<file path="src/rtl/pipe_stall_ctrl_pkg.sv">
// Shared types and constants for the pipeline stall/flush sequencer.
// Optional stall-cycle counter is enabled by defining PIPE_STALL_CNT_EN.
package pipe_ctrl_pkg;

  typedef enum logic [1:0] {
    RUN      = 2'd0,
    MEM_WAIT = 2'd1,
    ERROR    = 2'd2
  } state_t;

  localparam logic [1:0] MEMTOREG_LOAD = 2'b01;
  localparam logic [4:0] REG_ZERO      = 5'd0;

  // Bit positions of the per-stage enables inside the internal WE_n vector
  localparam int STG_F   = 0;
  localparam int STG_D   = 1;
  localparam int STG_E   = 2;
  localparam int STG_M   = 3;
  localparam int STG_W   = 4;
  localparam int NUM_STG = 5;

  localparam logic [NUM_STG-1:0] WE_LOAD_ALL = '0;
  localparam logic [NUM_STG-1:0] WE_HOLD_ALL = '1;
  // Load-use: hold PC and IF/ID, let E/M/W drain while ID/EX takes a bubble
  localparam logic [NUM_STG-1:0] WE_LOAD_USE = 5'b00011;

  function automatic logic load_use_hazard(
    input logic [1:0] memtoreg_e,
    input logic [4:0] writereg_e,
    input logic [4:0] rs_d,
    input logic [4:0] rt_d
  );
    return (memtoreg_e == MEMTOREG_LOAD) &&
           (writereg_e != REG_ZERO) &&
           ((writereg_e == rs_d) || (writereg_e == rt_d));
  endfunction

endpackage

</file>
<file path="src/rtl/pipe_stall_ctrl_if.sv">
// Bundle of memory handshake, hazard inputs and stage-enable outputs of the
// stall sequencer; master = the sequencer, slave = pipeline/memory side.
interface pipe_stall_ctrl_if;

  logic        i_MemRead_M;
  logic        i_MemWrite_M;
  logic        i_MemAck;
  logic [1:0]  i_MemtoReg_E;
  logic [4:0]  i_WriteReg_E;
  logic [4:0]  i_Rs_D;
  logic [4:0]  i_Rt_D;

  logic        o_MemReq;
  logic        o_WE_n_F;
  logic        o_WE_n_D;
  logic        o_WE_n_E;
  logic        o_WE_n_M;
  logic        o_WE_n_W;
  logic        o_Flush_E;
  logic        o_BusErr;
  logic [31:0] o_StallCnt;

  modport master (
    input  i_MemRead_M, i_MemWrite_M, i_MemAck, i_MemtoReg_E,
           i_WriteReg_E, i_Rs_D, i_Rt_D,
    output o_MemReq, o_WE_n_F, o_WE_n_D, o_WE_n_E, o_WE_n_M, o_WE_n_W,
           o_Flush_E, o_BusErr, o_StallCnt
  );

  modport slave (
    output i_MemRead_M, i_MemWrite_M, i_MemAck, i_MemtoReg_E,
           i_WriteReg_E, i_Rs_D, i_Rt_D,
    input  o_MemReq, o_WE_n_F, o_WE_n_D, o_WE_n_E, o_WE_n_M, o_WE_n_W,
           o_Flush_E, o_BusErr, o_StallCnt
  );

endinterface

</file>
<file path="src/rtl/pipe_stall_ctrl_wait_timer.sv">
// Memory-wait cycle counter; tc flags the last permitted wait cycle
// (count == TIMEOUT_CYCLES-1).
module pipe_wait_timer #(
  parameter int TIMEOUT_CYCLES = 256,
  parameter int CNT_W          = 16
) (
  input  logic i_Clk,
  input  logic Reset,
  input  logic clr,
  input  logic en,
  output logic tc
);

  localparam logic [CNT_W-1:0] TC_VAL = CNT_W'(TIMEOUT_CYCLES - 1);

  logic [CNT_W-1:0] cnt_reg;

  always_ff @(posedge i_Clk or negedge Reset) begin
    if (!Reset) begin
      cnt_reg <= '0;
    end else if (clr) begin
      cnt_reg <= '0;
    end else if (en) begin
      cnt_reg <= cnt_reg + 1'b1;
    end
  end

  assign tc = (cnt_reg == TC_VAL);

endmodule

</file>
<file path="src/rtl/pipe_stall_ctrl.sv">
// Stall/flush sequencer for the 5-stage pipeline: memory-wait freeze,
// load-use bubbles and memory timeout trap. PIPE_STALL_CNT_EN adds a stall counter.
module pipe_stall_ctrl
  import pipe_ctrl_pkg::*;
#(
  parameter int TIMEOUT_CYCLES = 256,
  parameter int CNT_W          = 16
) (
  input  logic                i_Clk,
  input  logic                Reset,
  pipe_stall_ctrl_if.master   bus
);

  state_t               state_reg;
  state_t               state_next;
  logic                 bus_err_reg;
  logic [NUM_STG-1:0]   we_n_comb;
  logic [NUM_STG-1:0]   we_n_out;
  logic                 mem_req_comb;
  logic                 flush_comb;
  logic                 acc;
  logic                 hazard;
  logic                 tmr_clr;
  logic                 tmr_en;
  logic                 tmr_tc;

  assign acc    = bus.i_MemRead_M | bus.i_MemWrite_M;
  assign hazard = load_use_hazard(bus.i_MemtoReg_E, bus.i_WriteReg_E,
                                  bus.i_Rs_D, bus.i_Rt_D);

  pipe_wait_timer #(
    .TIMEOUT_CYCLES (TIMEOUT_CYCLES),
    .CNT_W          (CNT_W)
  ) u_wait_timer (
    .i_Clk (i_Clk),
    .Reset (Reset),
    .clr   (tmr_clr),
    .en    (tmr_en),
    .tc    (tmr_tc)
  );

  // Memory freeze takes priority over the load-use bubble: the hazard is
  // only looked at in RUN with no access pending.
  always_comb begin
    state_next   = state_reg;
    we_n_comb    = WE_HOLD_ALL;
    mem_req_comb = 1'b0;
    flush_comb   = 1'b0;
    tmr_clr      = 1'b0;
    tmr_en       = 1'b0;
    case (state_reg)
      RUN: begin
        if (acc) begin
          mem_req_comb = 1'b1;
          if (bus.i_MemAck) begin
            we_n_comb = WE_LOAD_ALL;
          end else begin
            state_next = MEM_WAIT;
            tmr_clr    = 1'b1;
          end
        end else if (hazard) begin
          we_n_comb  = WE_LOAD_USE;
          flush_comb = 1'b1;
        end else begin
          we_n_comb = WE_LOAD_ALL;
        end
      end
      MEM_WAIT: begin
        mem_req_comb = 1'b1;
        if (bus.i_MemAck) begin
          we_n_comb  = WE_LOAD_ALL;
          state_next = RUN;
          tmr_clr    = 1'b1;
        end else if (tmr_tc) begin
          state_next = ERROR;
        end else begin
          tmr_en = 1'b1;
        end
      end
      ERROR: begin
        state_next = ERROR;
      end
      default: begin
        state_next = RUN;
      end
    endcase
  end

  always_ff @(posedge i_Clk or negedge Reset) begin
    if (!Reset) begin
      state_reg   <= RUN;
      bus_err_reg <= 1'b0;
    end else begin
      state_reg <= state_next;
      if (state_next == ERROR) begin
        bus_err_reg <= 1'b1;
      end
    end
  end

  // Reset asserted overrides every enable to hold, immediately.
  for (genvar gi = 0; gi < NUM_STG; gi++) begin : g_we_n
    assign we_n_out[gi] = we_n_comb[gi] | ~Reset;
  end

  assign bus.o_WE_n_F  = we_n_out[STG_F];
  assign bus.o_WE_n_D  = we_n_out[STG_D];
  assign bus.o_WE_n_E  = we_n_out[STG_E];
  assign bus.o_WE_n_M  = we_n_out[STG_M];
  assign bus.o_WE_n_W  = we_n_out[STG_W];
  assign bus.o_MemReq  = mem_req_comb & Reset;
  assign bus.o_Flush_E = flush_comb & Reset;
  assign bus.o_BusErr  = bus_err_reg;

`ifdef PIPE_STALL_CNT_EN
  logic [31:0] stall_cnt_reg;

  always_ff @(posedge i_Clk or negedge Reset) begin
    if (!Reset) begin
      stall_cnt_reg <= '0;
    end else if (we_n_out[STG_F] && (stall_cnt_reg != 32'hFFFF_FFFF)) begin
      stall_cnt_reg <= stall_cnt_reg + 32'd1;
    end
  end

  assign bus.o_StallCnt = stall_cnt_reg;
`else
  assign bus.o_StallCnt = '0;
`endif

endmodule

</file>
<file path="src/flat_wrapper.sv">
// flat-port wrapper written by rule: the top's interface ports become plain ports
module pipe_stall_ctrl_flat import pipe_ctrl_pkg::*;
#(
  parameter int TIMEOUT_CYCLES = 256,
  parameter int CNT_W          = 16
)
  (i_Clk, Reset, bus_i_MemRead_M, bus_i_MemWrite_M, bus_i_MemAck, bus_i_MemtoReg_E, bus_i_WriteReg_E, bus_i_Rs_D, bus_i_Rt_D, bus_o_MemReq, bus_o_WE_n_F, bus_o_WE_n_D, bus_o_WE_n_E, bus_o_WE_n_M, bus_o_WE_n_W, bus_o_Flush_E, bus_o_BusErr, bus_o_StallCnt);
  pipe_stall_ctrl_if bus_i ();
  input  logic i_Clk;
  input  logic Reset;
  input wire logic [$bits(bus_i.i_MemRead_M)-1:0] bus_i_MemRead_M;
  input wire logic [$bits(bus_i.i_MemWrite_M)-1:0] bus_i_MemWrite_M;
  input wire logic [$bits(bus_i.i_MemAck)-1:0] bus_i_MemAck;
  input wire logic [$bits(bus_i.i_MemtoReg_E)-1:0] bus_i_MemtoReg_E;
  input wire logic [$bits(bus_i.i_WriteReg_E)-1:0] bus_i_WriteReg_E;
  input wire logic [$bits(bus_i.i_Rs_D)-1:0] bus_i_Rs_D;
  input wire logic [$bits(bus_i.i_Rt_D)-1:0] bus_i_Rt_D;
  output wire logic [$bits(bus_i.o_MemReq)-1:0] bus_o_MemReq;
  output wire logic [$bits(bus_i.o_WE_n_F)-1:0] bus_o_WE_n_F;
  output wire logic [$bits(bus_i.o_WE_n_D)-1:0] bus_o_WE_n_D;
  output wire logic [$bits(bus_i.o_WE_n_E)-1:0] bus_o_WE_n_E;
  output wire logic [$bits(bus_i.o_WE_n_M)-1:0] bus_o_WE_n_M;
  output wire logic [$bits(bus_i.o_WE_n_W)-1:0] bus_o_WE_n_W;
  output wire logic [$bits(bus_i.o_Flush_E)-1:0] bus_o_Flush_E;
  output wire logic [$bits(bus_i.o_BusErr)-1:0] bus_o_BusErr;
  output wire logic [$bits(bus_i.o_StallCnt)-1:0] bus_o_StallCnt;
  assign bus_i.i_MemRead_M = bus_i_MemRead_M;
  assign bus_i.i_MemWrite_M = bus_i_MemWrite_M;
  assign bus_i.i_MemAck = bus_i_MemAck;
  assign bus_i.i_MemtoReg_E = bus_i_MemtoReg_E;
  assign bus_i.i_WriteReg_E = bus_i_WriteReg_E;
  assign bus_i.i_Rs_D = bus_i_Rs_D;
  assign bus_i.i_Rt_D = bus_i_Rt_D;
  assign bus_o_MemReq = bus_i.o_MemReq;
  assign bus_o_WE_n_F = bus_i.o_WE_n_F;
  assign bus_o_WE_n_D = bus_i.o_WE_n_D;
  assign bus_o_WE_n_E = bus_i.o_WE_n_E;
  assign bus_o_WE_n_M = bus_i.o_WE_n_M;
  assign bus_o_WE_n_W = bus_i.o_WE_n_W;
  assign bus_o_Flush_E = bus_i.o_Flush_E;
  assign bus_o_BusErr = bus_i.o_BusErr;
  assign bus_o_StallCnt = bus_i.o_StallCnt;
  pipe_stall_ctrl #(.TIMEOUT_CYCLES(TIMEOUT_CYCLES), .CNT_W(CNT_W)) u_core (.i_Clk(i_Clk), .Reset(Reset), .bus(bus_i));
endmodule
</file>
<file path="config.mk">
export PLATFORM = sky130hd
export DESIGN_NAME = pipe_stall_ctrl_flat
export DESIGN_NICKNAME = d
export VERILOG_FILES = /design/src/rtl/pipe_stall_ctrl_pkg.sv /design/src/rtl/pipe_stall_ctrl_if.sv /design/src/rtl/pipe_stall_ctrl_wait_timer.sv /design/src/rtl/pipe_stall_ctrl.sv /design/src/flat_wrapper.sv
export SDC_FILE = /design/constraint.sdc
export NUM_CORES = 1
export LEC_CHECK = 0
export ABC_AREA = 0
export BUFFER_PORTS_ARGS = -buffer_cell sky130_fd_sc_hd__buf_4
export CAP_MARGIN = 15
export CORE_MARGIN = 1
export CORE_UTILIZATION = 29
export DETAILED_ROUTE_END_ITERATION = 12
export PLACE_DENSITY = 0.59
export REMOVE_ABC_BUFFERS = 1
export SETUP_SLACK_MARGIN = 0.05
export SYNTH_ARGS = -nofsm -noshare
export SYNTH_HDL_FRONTEND = slang
export SYNTH_SLANG_ARGS = --single-unit
</file>
<file path="constraint.sdc">
create_clock -name i_Clk -period 1.8 [get_ports i_Clk]
set_input_delay 0.18 -clock i_Clk [delete_from_list [all_inputs] [get_ports i_Clk]]
set_output_delay 0.18 -clock i_Clk [all_outputs]
set_load 0.01 [all_outputs]
</file>
=== After elaboration in Yosys (flattened, before gate mapping) ===
Cells that the tools add are included.

* Flip-flop bits (word level): 19
* Latch bits: 0
* Bits in writable memories: 0
* Memory bits (read-only): 0
* Input bits: 22
* Logic and storage cells: 49
* Memories: 0

* Add/subtract/negate cells: 1
* Multipliers: 0
* Div/mod/pow operators: 0
* $lt $le $gt $ge: 0
* Eq/ne operators: 7
* Shift-type cells: 0
* Muxes and demuxes: 23
* Bitwise operators: 9
* Reductions and logical operators: 6

{| class="wikitable"
|+ Operator list
! operator !! number
|-
| 2-to-1 mux 16 bit || 2
|-
| adder 16 x 1 -> 16 bit (second input constant) || 1
|-
| equality test 16 x 8 -> 1 bit (second input constant) || 1
|-
| equality test 5 bit || 2
|-
| 2-to-1 mux 1 bit || 10
|-
| 2-to-1 mux 2 bit || 5
|-
| 2-to-1 mux 5 bit || 2
|-
| one-hot mux 5 bit (2 select lines) || 1
|-
| bitwise OR 1 bit || 6
|-
| one-hot mux 2 bit (3 select lines) || 1
|-
| nonzero test 5 bit || 1
|-
| equality test 2 x 1 -> 1 bit (second input constant) || 2
|-
| equality test 2 bit (second input constant) || 2
|-
| one-hot mux 1 bit (2 select lines) || 2
|-
| AND 1 bit || 2
|-
| logical AND 1 bit || 2
|-
| zero test 2 bit || 1
|-
| nonzero test 2 bit || 1
|-
| logical OR 1 bit || 1
|-
| NOT 1 bit || 1
|}

=== Longest topological paths before layout ===
Gate-level depths: netlist of run 1.

* Word-level depth: 7
* Gate-level depth with buffers: 7
* Gate-level depth less buffers: 5

=== Hierarchy ===
A second synthesis of run 1 with hierarchy kept.

* Cell total of the unflattened synthesis: 166
* Area, all modules: 1466.4 sq um

{| class="wikitable"
|+ By module, submodules not included
! module !! times used !! cells each !! area each (sq um)
|-
| pipe_wait_timer || 1 || 90 || 870.8
|-
| pipe_stall_ctrl || 1 || 76 || 595.6
|}

=== Worst setup path after synthesis of run 1 ===
Ideal clock, no wire load.

* Kind: reg-to-reg
* Start point: register u_core.u_wait_timer.cnt_reg[0]
* End point: register u_core.u_wait_timer.cnt_reg[8]
* Data arrival time: 1.697 ns
* Data required time: 1.722 ns
* Setup slack: 0.025 ns
* Cell stages (with the launch flop): 7
* Buffers on the path: 1
* Period minus slack after synthesis: 1.775 ns
* Path through: dfrtp_1 ha_1 and3_1 and4_1 buf_2 or4_1 a21oi_1

* Cells in the longest elaborated chain, start to end: 5
* Elaborated cells between the ends (all ways): 8
* Those cells by class: add/sub: 1; eq/ne: 1; mux: 5; reduce/logical: 1

{| class="wikitable"
|+ RTL lines
! what !! RTL line !! source
|-
| from (decl) || pipe_stall_ctrl_wait_timer.sv:16 || <nowiki>logic [CNT_W-1:0] cnt_reg;</nowiki>
|-
| from (signal assigned) || pipe_stall_ctrl_wait_timer.sv:24 || <nowiki>cnt_reg <= cnt_reg + 1'b1;</nowiki>
|-
| branches (longest 5 deep; another with adder 16 x 1 -> 16 bit) || - ||
|}

Parallel ways; which one is timed is not known. The select of a mux whose other input is x is not followed.
A chain may end at the register's enable or synchronous reset.

=== Final worst setup path of run 1 ===
* Start point: register u_core.state_reg[1]
* End point: output bus_o_WE_n_D

* Cells in the longest elaborated chain, start to end: 3
* Elaborated cells between the ends (all ways): 4
* Those cells by class: eq/ne: 1; mux: 1; bitwise: 1; reduce/logical: 1

{| class="wikitable"
|+ RTL lines
! what !! RTL line !! source
|-
| from (decl) || pipe_stall_ctrl.sv:14 || <nowiki>state_t state_reg;</nowiki>
|-
| from (signal assigned) || pipe_stall_ctrl.sv:94 || <nowiki>state_reg <= state_next;</nowiki>
|-
| equality test 2 x 1 -> 1 bit or zero test 2 bit (tied branches) || pipe_stall_ctrl.sv:51 || <nowiki>case (state_reg)</nowiki>
|-
| one-hot mux 5 bit (2 select lines) * || pipe_stall_ctrl.sv:51 ||
|-
| bitwise OR 1 bit * || pipe_stall_ctrl.sv:103 || <nowiki>assign we_n_out[gi] = we_n_comb[gi] | ~Reset;</nowiki>
|-
| to (decl) || flat_wrapper.sv:20 || <nowiki>output wire logic [$bits(bus_i.o_WE_n_D)-1:0] bus_o_WE_n_D;</nowiki>
|}

Every way passes the cells marked *; elsewhere a longest branch is shown, timed or not.

==> qor.tcl, run 1 <==
set qor(ir_drop_v) 0.000334
set qor(critPathMaxFanout) 10
set qor(timing_hold_violations_final) 0
set qor(mean_post_synth_cell_area_um2) 8.72
set qor(crit-reg2reg-launch) {u_core.u_wait_timer.cnt_reg[1]$_DFFE_PN0P_}
set qor(globalRouteMet1Util) 0.172
set qor(synth.cell_area_um2) 1470
set qor(synth_mux_area_frac) 0.0137
set qor(clock_network_latency_to_the_later_pin_of_the_worst_skew_pair_ns) 0.26
set qor(synthDistinctLibCells) 37
set qor(n_fill_cell) 499
set qor(netlist_instances) 168
set qor(switching_share) 0.291
set qor(postSynthRegisterBits) 19
set qor(finalNetCount) 234
set qor(clk_pin_slew_ns) 0.07
set qor(worst_setup_path_end_kind) {primary output}
set qor(synth_compound_area_frac) 0.155
set qor(max_freq_mhz) 592
set qor(ff2ff_setup_slack_ns) 0.12
set qor(power_density_nw_per_um2) 531
set qor(worst_setup_path_start_kind) {register}
set qor(tightestPinTransition_ns) 0.579
set qor(dp_hpwl_um) 2530
set qor(p_comb_frac) 0.230
set qor(number_of_buffers_added_by_the_clock_tree_synthesis_step) 3
set qor(synthXorXnorAreaFrac) 0.0717
set qor(numClockSinks) 19
set qor(post-route-min-period_ns) 1.69
set qor(finalSetupViolCount) 0
set qor(gpl.final_weighted_congestion) 0.759
set qor(standard_cell_rows) 25
set qor(arrival_ns) 1.51
set qor(grt_use_total) 0.133
set qor(post_synth_fa_ha_maj_area_fraction) 0.00854
set qor(die_w_um) 73.1
set qor(final_cells) 277
set qor(p_int_w) 0.000697
set qor(criticalPathCategory) {reg -> out}
set qor(clkPwrFrac) 0.309
set qor(static_leakage_nw) 0.828
set qor(fp.dieH_um) 73.1
set qor(final_core_util) 0.386
set qor(firstDrtPassIters) 5
set qor(cts_tree) {yes}
set qor(seq_area_frac_synth) 0.325
set qor(timing.max_slew.rel_slack) 0.613
set qor(detailed_route_wl_um) 3390
set qor(rsz0062_at_grt) {true}
set qor(die_area_um2) 5340
set qor(maximum_level_of_the_cts_h_tree) 1
set qor(post_route_cells_drive_above_1_share) 0.295
set qor(first_global_vias) 1137
set qor(average_wire_length_per_cell_after_detail_routing_um) 12.2
set qor(area_growth_syn_to_layout_pct) 26.2
set qor(worst_hold_path.endpoint) {u_core.state_reg[0]$_DFF_PN0_}
set qor(p_sw_w) 0.000285
set qor(worst_ep_required_time_ns) 1.62
set qor(largest_reg_flops) 16
set qor(worst_r2r_path_depth) 6
set qor(max_root_sink_buffers) 2
set qor(grt_start_max_net_pins) 13
set qor(gr-usage-met3) 0.0331
set qor(grt_antenna_before_repair) 0
set qor(detail_route.vias_per_cell) 4.55
set qor(drc_violations_left) 0
set qor(sequentialPowerShare) 0.460
set qor(drt_iter0_markers) 47
set qor(synth_top_family_by_area) {simple AND/OR/NAND/NOR gates}
set qor(dp_cells) 268
set qor(postRouteAntennaNets) 0
set qor(status) {complete, no violations}
set qor(timing.hold.worst.class) {in -> reg}
set qor(busiest_metal_layer_after_global_routing) {met2}
set qor(report.power.total_w) 0.000982
set qor(worst_r2r_endpoint) {u_core.u_wait_timer.cnt_reg[8]$_DFFE_PN0P_}
set qor(io_buffer_count) 29
set qor(groute.layer.met2.usage) 0.218
set qor(routed-via-count) 1260
set qor(cap_viol_max_count) 0
set qor(clock_skew_ns) 0.00274
set qor(grt-ovfl-total) 0
set qor(core_area_um2) 4790
set qor(design.portCount) 62
set qor(min_from) {bus_i_MemAck}
set qor(number_of_pins_with_negative_max_slew_slack_in_the_final_report) 0
set qor(clock_tree.root_cell) {sky130_fd_sc_hd__clkbuf_8}
set qor(timing.hold.worst_path_depth) 2
set qor(period_share) 0.938
set qor(initial_core_util) 0.306
set qor(num_antenna_cells) 0
set qor(grt_pass1_wl_um) 5420
set qor(synthSimpleGateAreaFrac) 0.227
set qor(synthesis.yosys.warnings) 0
-- cells in the mapped netlist --
master                      number  area share
sky130_fd_sc_hd__a2111oi_0       1      0.0060
sky130_fd_sc_hd__a21oi_1         9       0.031
sky130_fd_sc_hd__a221o_2         1      0.0077
sky130_fd_sc_hd__a22o_1          1      0.0060
sky130_fd_sc_hd__a22oi_1         1      0.0051
sky130_fd_sc_hd__and3_1          3       0.013
sky130_fd_sc_hd__and4_1          2       0.012
sky130_fd_sc_hd__buf_2           2      0.0068
sky130_fd_sc_hd__buf_4          35        0.18
sky130_fd_sc_hd__clkbuf_1        2      0.0051
sky130_fd_sc_hd__conb_1          1      0.0026
sky130_fd_sc_hd__dfrtp_1        19        0.32
sky130_fd_sc_hd__ha_1            1      0.0085
sky130_fd_sc_hd__inv_1           2      0.0051
sky130_fd_sc_hd__mux2i_1         2       0.014
sky130_fd_sc_hd__nand2_1         9       0.023
sky130_fd_sc_hd__nand2b_1        1      0.0043
sky130_fd_sc_hd__nand3_1         5       0.017
sky130_fd_sc_hd__nand4_1         7       0.030
sky130_fd_sc_hd__nor2_1          9       0.023
sky130_fd_sc_hd__nor3_1          4       0.014
sky130_fd_sc_hd__nor3b_1         1      0.0051
sky130_fd_sc_hd__nor3b_4         1       0.013
sky130_fd_sc_hd__nor4_1          6       0.026
sky130_fd_sc_hd__o21a_1          1      0.0051
sky130_fd_sc_hd__o21ai_0         7       0.024
sky130_fd_sc_hd__o21bai_1        3       0.015
sky130_fd_sc_hd__o221ai_1        1      0.0060
sky130_fd_sc_hd__o22a_1          2       0.012
sky130_fd_sc_hd__o31a_1          2       0.012
sky130_fd_sc_hd__o31ai_1         5       0.026
sky130_fd_sc_hd__or3_1           5       0.021
sky130_fd_sc_hd__or3_2           1      0.0051
sky130_fd_sc_hd__or3b_2          1      0.0060
sky130_fd_sc_hd__or4_1           3       0.015
sky130_fd_sc_hd__xnor2_1         2       0.012
sky130_fd_sc_hd__xor2_1         10       0.060
-- cell usage in the layout, fill, tap and decap left out, types with 2 or more instances in the layout --
cell type and count:
sky130_fd_sc_hd__xnor2_1 2, sky130_fd_sc_hd__xor2_1 10, sky130_fd_sc_hd__dfrtp_1 18, sky130_fd_sc_hd__o22a_1 2, sky130_fd_sc_hd__nor3_1 3, sky130_fd_sc_hd__clkbuf_8 3, sky130_fd_sc_hd__nand2_1 8, sky130_fd_sc_hd__nor4_2 2
sky130_fd_sc_hd__o31a_1 2, sky130_fd_sc_hd__a21oi_1 8, sky130_fd_sc_hd__or4_1 3, sky130_fd_sc_hd__nand3_1 5, sky130_fd_sc_hd__or3_1 5, sky130_fd_sc_hd__nor2_1 9, sky130_fd_sc_hd__o21ai_0 7, sky130_fd_sc_hd__and3_1 3
sky130_fd_sc_hd__dlygate4sd3_1 2, sky130_fd_sc_hd__mux2i_1 2, sky130_fd_sc_hd__nor4_1 4, sky130_fd_sc_hd__buf_4 43, sky130_fd_sc_hd__o31ai_1 5, sky130_fd_sc_hd__nand4_1 7, sky130_fd_sc_hd__inv_1 2, sky130_fd_sc_hd__conb_1 32
-- worst max-delay path by stage --
stage,start,slack [ns],endpoint,cells past startpoint
6_report,u_core.state_reg[1]$_DFF_PN0_,0.11,bus_o_WE_n_D,5
5_1_grt,u_core.state_reg[1]$_DFF_PN0_,0.02,bus_o_WE_n_F,5
4_1_cts,u_core.state_reg[1]$_DFF_PN0_,0.04,u_core.u_wait_timer.cnt_reg[9]$_DFFE_PN0P_,5
3_5_place_dp,u_core.u_wait_timer.cnt_reg[0]$_DFFE_PN0P_,0.03,u_core.u_wait_timer.cnt_reg[6]$_DFFE_PN0P_,6
3_3_place_gp,u_core.u_wait_timer.cnt_reg[0]$_DFFE_PN0P_,0.08,u_core.u_wait_timer.cnt_reg[6]$_DFFE_PN0P_,6
2_1_floorplan,u_core.u_wait_timer.cnt_reg[0]$_DFFE_PN0P_,-0.009,u_core.u_wait_timer.cnt_reg[8]$_DFFE_PN0P_,5
-- routing by layer --
layer | share of wire | vias to the layer above
li1 | - | 630
met1 | 0.45 | 587
met2 | 0.50 | 39
met3 | 0.039 | 4
met4 | 0.011 | 0
met5 | 0 | -
-- area by class of cell --
class	instances	area, µm²	area share
clock inverter	1	5.00	0.00271
tap	67	83.8	0.0453
inverter	2	7.51	0.00406
timing repair buffer	46	354	0.191
sequential	19	477	0.258
multi-input combinational	139	881	0.476
clock buffer	3	41.3	0.0223
-- metrics by stage --
| stage | setup slack [ns] | area (µm²) | TNS [ns] | hold slack, ns |
|---|---|---|---|---|
| after floorplan | -0.00937 | 1300 | -0.00937 | -0.116 |
| after global placement | 0.0821 | 1690 | 0 | 0.0451 |
| after detailed placement | 0.0338 | 1690 | 0 | 0.0506 |
| after CTS | 0.0411 | 1780 | 0 | 0.143 |
| after global routing | 0.0227 | 1850 | 0 | 0.175 |
| final | 0.111 | 1850 | 0 | 0.174 |
-- power by group through the flow --
| stage | Clock (W) | Sequential (W) | Combinational, W |
|---|---|---|---|
| after floorplan | 0 | 0.000456 | 0.0000990 |
| after global placement | 0 | 0.000455 | 0.000204 |
| after detailed placement | 0 | 0.000455 | 0.000206 |
| after CTS | 0.000322 | 0.000447 | 0.000213 |
| after global routing | 0.000335 | 0.000453 | 0.000251 |
| final | 0.000304 | 0.000452 | 0.000226 |
-- worst max-delay path, cell delays in order (launching register included) --
cell and delay, ns:
sky130_fd_sc_hd__dfrtp_1 0.39, sky130_fd_sc_hd__buf_4 0.17, sky130_fd_sc_hd__nand2b_1 0.15, sky130_fd_sc_hd__o21bai_4 0.18, sky130_fd_sc_hd__o21bai_2 0.20, sky130_fd_sc_hd__buf_4 0.15
-- what timing repair did --
action,in CTS,in global routing
hold endpoints to repair,12,0
setup buffers,1,2
hold buffers,2,0
resized for setup,3,13
setup endpoints to repair,8,15
pin swaps,0,6
-- logic make-up after synthesis --
kind of cell	Yosys count
simple gates	58
buf+inv	41
mux	2
flops	19
compound gates	34
fa+ha+maj	1
other cells	1
xor+xnor	12
Power figures use the tool's default switching activity.
==> run 2, diff against run 1 <==
--- a/config.mk
+++ b/config.mk
@@ -9,9 +9,10 @@
 export BUFFER_PORTS_ARGS = -buffer_cell sky130_fd_sc_hd__buf_4
 export CAP_MARGIN = 15
 export CORE_MARGIN = 1
-export CORE_UTILIZATION = 29
+export CORE_UTILIZATION = 45
+export CTS_BUF_LIST = sky130_fd_sc_hd__clkbuf_8
 export DETAILED_ROUTE_END_ITERATION = 12
-export PLACE_DENSITY = 0.59
+export PLACE_DENSITY = 0.83
 export REMOVE_ABC_BUFFERS = 1
 export SETUP_SLACK_MARGIN = 0.05
 export SYNTH_ARGS = -nofsm -noshare
==> run 2 against run 1 <==
Against the previous run: maximum frequency decreased by 0.89%; via count up 3.5%; critical path depth unchanged; sequential power about the same; combinational power shrank 4%; setup slack worse by 0.015 ns; worst hold slack worse by 0.013 ns; die area shrank 35%; flip-flop and latch count did not move; non-clock buffer count unchanged; largest power group unchanged; critical endpoint unchanged; highest routed layer unchanged; register-to-register slack barely moved; cell count fell by 8.3%.
==> qor.tcl, run 2 (synthesized netlist as in run 1, its figures left out) <==
set qor(max_root_sink_buffers) 2
set qor(cap_viol_max_count) 0
set qor(numClockSinks) 19
set qor(n_fill_cell) 279
set qor(ff2ff_setup_slack_ns) 0.11
set qor(criticalPathCategory) {reg -> out}
set qor(post-route-min-period_ns) 1.70
set qor(worst_r2r_path_depth) 6
set qor(worst_r2r_endpoint) {u_core.u_wait_timer.cnt_reg[6]$_DFFE_PN0P_}
set qor(num_antenna_cells) 0
set qor(finalSetupViolCount) 0
set qor(worst_ep_required_time_ns) 1.62
set qor(average_wire_length_per_cell_after_detail_routing_um) 13.2
set qor(detail_route.vias_per_cell) 5.13
set qor(critPathMaxFanout) 4
set qor(clock_network_latency_to_the_later_pin_of_the_worst_skew_pair_ns) 0.26
set qor(clock_tree.root_cell) {sky130_fd_sc_hd__clkbuf_8}
set qor(core_area_um2) 3080
set qor(postRouteAntennaNets) 0
set qor(critical_path.cell_chain) {buf_6 -> nand2b_1 -> o21bai_4 -> o21bai_2 -> buf_4}
set qor(mostFrequentLayoutCells) {sky130_fd_sc_hd__buf_4 (44), sky130_fd_sc_hd__conb_1 (32), sky130_fd_sc_hd__dfrtp_1 (17), sky130_fd_sc_hd__xor2_1 (10)}
set qor(finalNetCount) 234
set qor(power_density_nw_per_um2) 535
set qor(pre_cts_slack_ns) 0.0627
set qor(rsz0062_at_grt) {false}
set qor(report.power.total_w) 0.000960
set qor(min_from) {bus_i_MemAck}
set qor(critical_path_buffers_and_inverters) 2
set qor(routed-via-count) 1304
set qor(grt_use_total) 0.211
set qor(max_freq_mhz) 587
set qor(setup_slack_ns) 0.0957
set qor(grt-ovfl-total) 0
set qor(critPathCapture) {bus_o_WE_n_D}
set qor(static_leakage_nw) 0.823
set qor(initial_core_util) 0.476
set qor(dp_hpwl_um) 2410
set qor(number_of_pins_with_negative_max_slew_slack_in_the_final_report) 0
set qor(standard_cell_rows) 20
set qor(slowest_delay_ns) 0.44
set qor(grt_start_max_net_pins) 21
set qor(design.portCount) 62
set qor(ir_drop_v) 0.000522
set qor(tns_ns) 0
set qor(largest_reg_flops) 16
set qor(grt_pass1_wl_um) 5370
set qor(post_route_cells_drive_above_1_share) 0.295
set qor(drt_iter0_markers) 27
set qor(fin_area_um2) 1790
set qor(timing_hold_violations_final) 0
set qor(dpl-instance-area_um2) 1660
set qor(area_growth_syn_to_layout_pct) 22.5
set qor(detailed_route_wl_um) 3360
set qor(worst_setup_path_start_kind) {register}
set qor(cts_tree) {yes}
set qor(crit_cells) 5
set qor(io_buffer_count) 29
set qor(slowest_stage) {sky130_fd_sc_hd__dfrtp_2}
set qor(first_global_vias) 1149
set qor(crit-reg2reg-launch) {u_core.u_wait_timer.cnt_reg[0]$_DFFE_PN0P_}
set qor(clock_skew_ns) 0.00463
set qor(die_w_um) 59.1
set qor(drc_violations_left) 0
set qor(timing.hold.worst.class) {in -> reg}
set qor(final_core_util) 0.583
set qor(clk_pin_slew_ns) 0.07
set qor(period_share) 0.947
set qor(layout_commonest_cell) {sky130_fd_sc_hd__buf_4}
set qor(worst_setup_path_startpoint) {u_core.state_reg[1]$_DFF_PN0_}
set qor(grt_antenna_before_repair) 0
set qor(maximum_level_of_the_cts_h_tree) 1
set qor(fp.dieH_um) 59.1
set qor(critPathTopFamily) {flip-flops}
set qor(die_area_um2) 3490
set qor(arrival_ns) 1.52
set qor(firstDrtPassIters) 4
set qor(number_of_buffers_added_by_the_clock_tree_synthesis_step) 3
set qor(status) {complete, no violations}
set qor(gpl.final_weighted_congestion) 0.869
set qor(worst_setup_path_end_kind) {primary output}
run 2: worst min-delay path by stage:
stage                                                             end  cells after the start
after floorplan                       u_core.bus.o_BusErr$_DFFE_PN0N_                      0
after global placement    u_core.u_wait_timer.cnt_reg[13]$_DFFE_PN0P_                      2
after detailed placement  u_core.u_wait_timer.cnt_reg[13]$_DFFE_PN0P_                      2
after CTS                               u_core.state_reg[0]$_DFF_PN0_                      2
after global routing                    u_core.state_reg[0]$_DFF_PN0_                      2
final                                   u_core.state_reg[0]$_DFF_PN0_                      2
run 2: per-stage QoR:
step | instances | hold WS, ns
global placement | 245 | 0.180
CTS | 251 | 0.153
detailed placement | 245 | 0.174
finish | 254 | 0.161
floorplan | 160 | -0.116
global route | 254 | 0.164
run 2: what timing repair did:
action,4_1_cts,5_1_grt
endpoints found under the setup margin,4,10
hold buffers,1,0
gates resized for setup,3,9
buffers inserted,1,3
pin swaps,0,4
hold endpoints to repair,19,0
run 2: final cells by class:
class                      instances  area (µm²)  area share
clock buffer                       3        41.3      0.0230
inverter                           2        7.51     0.00418
timing repair buffer              46         352       0.196
sequential                        19         478       0.266
multi-input combinational        139         857       0.478
clock inverter                     1        3.75     0.00209
tap                               44        55.1      0.0307
run 2: where the power goes:
part / internal (W) / total, W / switching [W]
combinational: 0.0000956 / 0.000216 / 0.000120
sequential: 0.000439 / 0.000450 / 0.0000114
clock: 0.000152 / 0.000295 / 0.000143
run 2: routing by layer:
layer  part of all wire  wire (µm)  vias up  GRT usage
met5                  0          0        -          0
met4              0.014         46        0     0.0714
met3              0.054        182        7     0.0655
met2               0.50       1690       50      0.349
met1               0.43       1440      613      0.260
li1                   -          -      634          -
==> run 3, diff against run 2 <==
--- a/config.mk
+++ b/config.mk
@@ -9,10 +9,10 @@
 export BUFFER_PORTS_ARGS = -buffer_cell sky130_fd_sc_hd__buf_4
 export CAP_MARGIN = 15
 export CORE_MARGIN = 1
-export CORE_UTILIZATION = 45
+export CORE_UTILIZATION = 50
 export CTS_BUF_LIST = sky130_fd_sc_hd__clkbuf_8
 export DETAILED_ROUTE_END_ITERATION = 12
-export PLACE_DENSITY = 0.83
+export PLACE_DENSITY = 0.87
 export REMOVE_ABC_BUFFERS = 1
 export SETUP_SLACK_MARGIN = 0.05
 export SYNTH_ARGS = -nofsm -noshare
==> constraint.sdc (replaced) <==
create_clock -name i_Clk -period 2.01 [get_ports i_Clk]
set_input_delay 0.201 -clock i_Clk [delete_from_list [all_inputs] [get_ports i_Clk]]
set_output_delay 0.201 -clock i_Clk [all_outputs]
set_load 0.01 [all_outputs]
==> run 3 against run 2 <==
Against the previous run: non-clock buffer count down 10; largest cell class unchanged; worst hold slack better by 0.0094 ns; critical path depth up 1; setup slack better by 0.076 ns; clock-buffer cell count unchanged; wire length down 9.2%; cell count down 9.1%; combinational power down 17%; sequential power down 10%.
==> qor.tcl, run 3 (synthesized netlist as in run 1, its figures left out) <==
set qor(rsz0062_at_grt) {false}
set qor(slowest_delay_ns) 0.54
set qor(criticalPathCategory) {in -> out}
set qor(final_core_util) 0.607
set qor(die_w_um) 56.1
set qor(worst_setup_path_end_kind) {primary output}
set qor(post-route-min-period_ns) 1.84
set qor(clock_network_latency_to_the_later_pin_of_the_worst_skew_pair_ns) 0.26
set qor(slowest_stage) {sky130_fd_sc_hd__dlygate4sd3_1}
set qor(io_buffer_count) 29
set qor(status) {complete, no violations}
set qor(grt_use_total) 0.203
set qor(clock_skew_ns) 0.00801
set qor(dpl-instance-area_um2) 1590
set qor(core_area_um2) 2760
set qor(num_antenna_cells) 0
set qor(grt_start_max_net_pins) 22
set qor(cts_tree) {yes}
set qor(cap_viol_max_count) 0
set qor(area_growth_syn_to_layout_pct) 14.3
set qor(numClockSinks) 19
set qor(fin_area_um2) 1670
set qor(grt-ovfl-total) 0
set qor(grt_antenna_before_repair) 0
set qor(largest_reg_flops) 16
set qor(multi_input_comb_area_um2) 830
set qor(tns_ns) 0
set qor(clock_tree.root_cell) {sky130_fd_sc_hd__clkbuf_8}
set qor(design.portCount) 62
set qor(dp_hpwl_um) 2290
set qor(postRouteAntennaNets) 0
set qor(post_route_cells_drive_above_1_share) 0.230
set qor(grt_pass1_wl_um) 5080
set qor(power_density_nw_per_um2) 511
set qor(max_root_sink_buffers) 2
set qor(routed-via-count) 1261
set qor(critPathTopFamily) {buffers and inverters}
set qor(number_of_buffers_added_by_the_clock_tree_synthesis_step) 3
set qor(static_leakage_nw) 0.770
set qor(clk_pin_slew_ns) 0.07
set qor(pre_cts_slack_ns) 0.146
set qor(critical_path.cell_chain) {dlygate4sd3_1 -> buf_6 -> nand2b_1 -> o21bai_1 -> o21bai_1 -> buf_4}
set qor(worst_ep_required_time_ns) 1.81
set qor(firstDrtPassIters) 4
set qor(finalNetCount) 224
set qor(ir_drop_v) 0.000602
set qor(initial_core_util) 0.531
set qor(number_of_pins_with_negative_max_slew_slack_in_the_final_report) 0
set qor(critical_path_buffers_and_inverters) 3
set qor(period_share) 0.915
set qor(arrival_ns) 1.64
set qor(fin_hold_ws_ns) 0.170
set qor(timing.hold.worst.class) {in -> reg}
set qor(detailed_route_wl_um) 3050
set qor(drc_violations_left) 0
set qor(critPathMaxFanout) 21
set qor(maximum_level_of_the_cts_h_tree) 1
set qor(fp.dieH_um) 56.1
set qor(n_fill_cell) 242
set qor(mostFrequentLayoutCells) {sky130_fd_sc_hd__buf_4 (34), sky130_fd_sc_hd__conb_1 (32), sky130_fd_sc_hd__dfrtp_1 (19), sky130_fd_sc_hd__xor2_1 (10)}
set qor(gpl.final_weighted_congestion) 0.858
set qor(die_area_um2) 3150
set qor(drt_iter0_markers) 30
set qor(standard_cell_rows) 19
set qor(most_common_cell_on_crit_path) {sky130_fd_sc_hd__o21bai_1}
set qor(finalSetupViolCount) 0
set qor(setup_slack_ns) 0.171
set qor(max_freq_mhz) 544
set qor(detail_route.vias_per_cell) 5.46
set qor(layout_commonest_cell) {sky130_fd_sc_hd__buf_4}
set qor(worst_setup_path_start_kind) {input pin}
set qor(average_wire_length_per_cell_after_detail_routing_um) 13.2
set qor(timing_hold_violations_final) 0
set qor(seq_area_um2) 475
set qor(first_global_vias) 1097
[run 3: stage by stage]
stage | cells | total power, W
3_3_place_gp | 224 | 0.000573
5_1_grt | 231 | 0.000905
6_report | 231 | 0.000855
4_1_cts | 229 | 0.000852
3_5_place_dp | 224 | 0.000578
2_1_floorplan | 160 | 0.000497
[run 3: routing by layer]
metal | vias to the layer above | share of wire | GRT usage
met4 | 0 | 0 | 0.0174
met1 | 616 | 0.45 | 0.282
met3 | 0 | 0.038 | 0.0512
li1 | 613 | - | -
met5 | - | 0 | 0
met2 | 32 | 0.51 | 0.335
[run 3: where the power goes]
group,internal (W),switching [W]
Clock,0.000138,0.000133
Sequential,0.000392,0.0000118
Combinational,0.0000783,0.000101
Total,0.000609,0.000246
[run 3: worst reg2reg max path: stages, from the launching register on]
cell                      delay [ns]
sky130_fd_sc_hd__dfrtp_1        0.42
sky130_fd_sc_hd__ha_2           0.22
sky130_fd_sc_hd__and3_1         0.19
sky130_fd_sc_hd__and4_1         0.24
sky130_fd_sc_hd__buf_4          0.20
sky130_fd_sc_hd__o31a_1         0.28
sky130_fd_sc_hd__o22a_1         0.17
[run 3: layout make-up]
type,count,area share
Timing Repair Buffer,36,0.165
Multi-Input combinational cell,139,0.496
Clock buffer,3,0.0247
Sequential cell,19,0.284
Tap cell,31,0.0232
Clock inverter,1,0.00299
Inverter,2,0.00448
[run 3: worst paths after layout]
check	startpoint	to	slack (ns)	cells past startpoint
min reg2reg	u_core.bus.o_BusErr$_DFFE_PN0N_	u_core.bus.o_BusErr$_DFFE_PN0N_	0.48	1
max in group asynchronous	Reset	u_core.u_wait_timer.cnt_reg[10]$_DFFE_PN0P_	1.50	2
max reg2reg	u_core.u_wait_timer.cnt_reg[0]$_DFFE_PN0P_	u_core.u_wait_timer.cnt_reg[6]$_DFFE_PN0P_	0.19	6
min in group asynchronous	Reset	u_core.u_wait_timer.cnt_reg[13]$_DFFE_PN0P_	0.33	2
max	Reset	bus_o_WE_n_D	0.17	6
min	bus_i_MemAck	u_core.state_reg[0]$_DFF_PN0_	0.17	2
[run 3: what timing repair did]
item	CTS	global route
resized for setup	0	5
hold buffers	1	0
endpoints found under the hold margin	19	0
buffers inserted	0	2
setup endpoints to repair	0	8
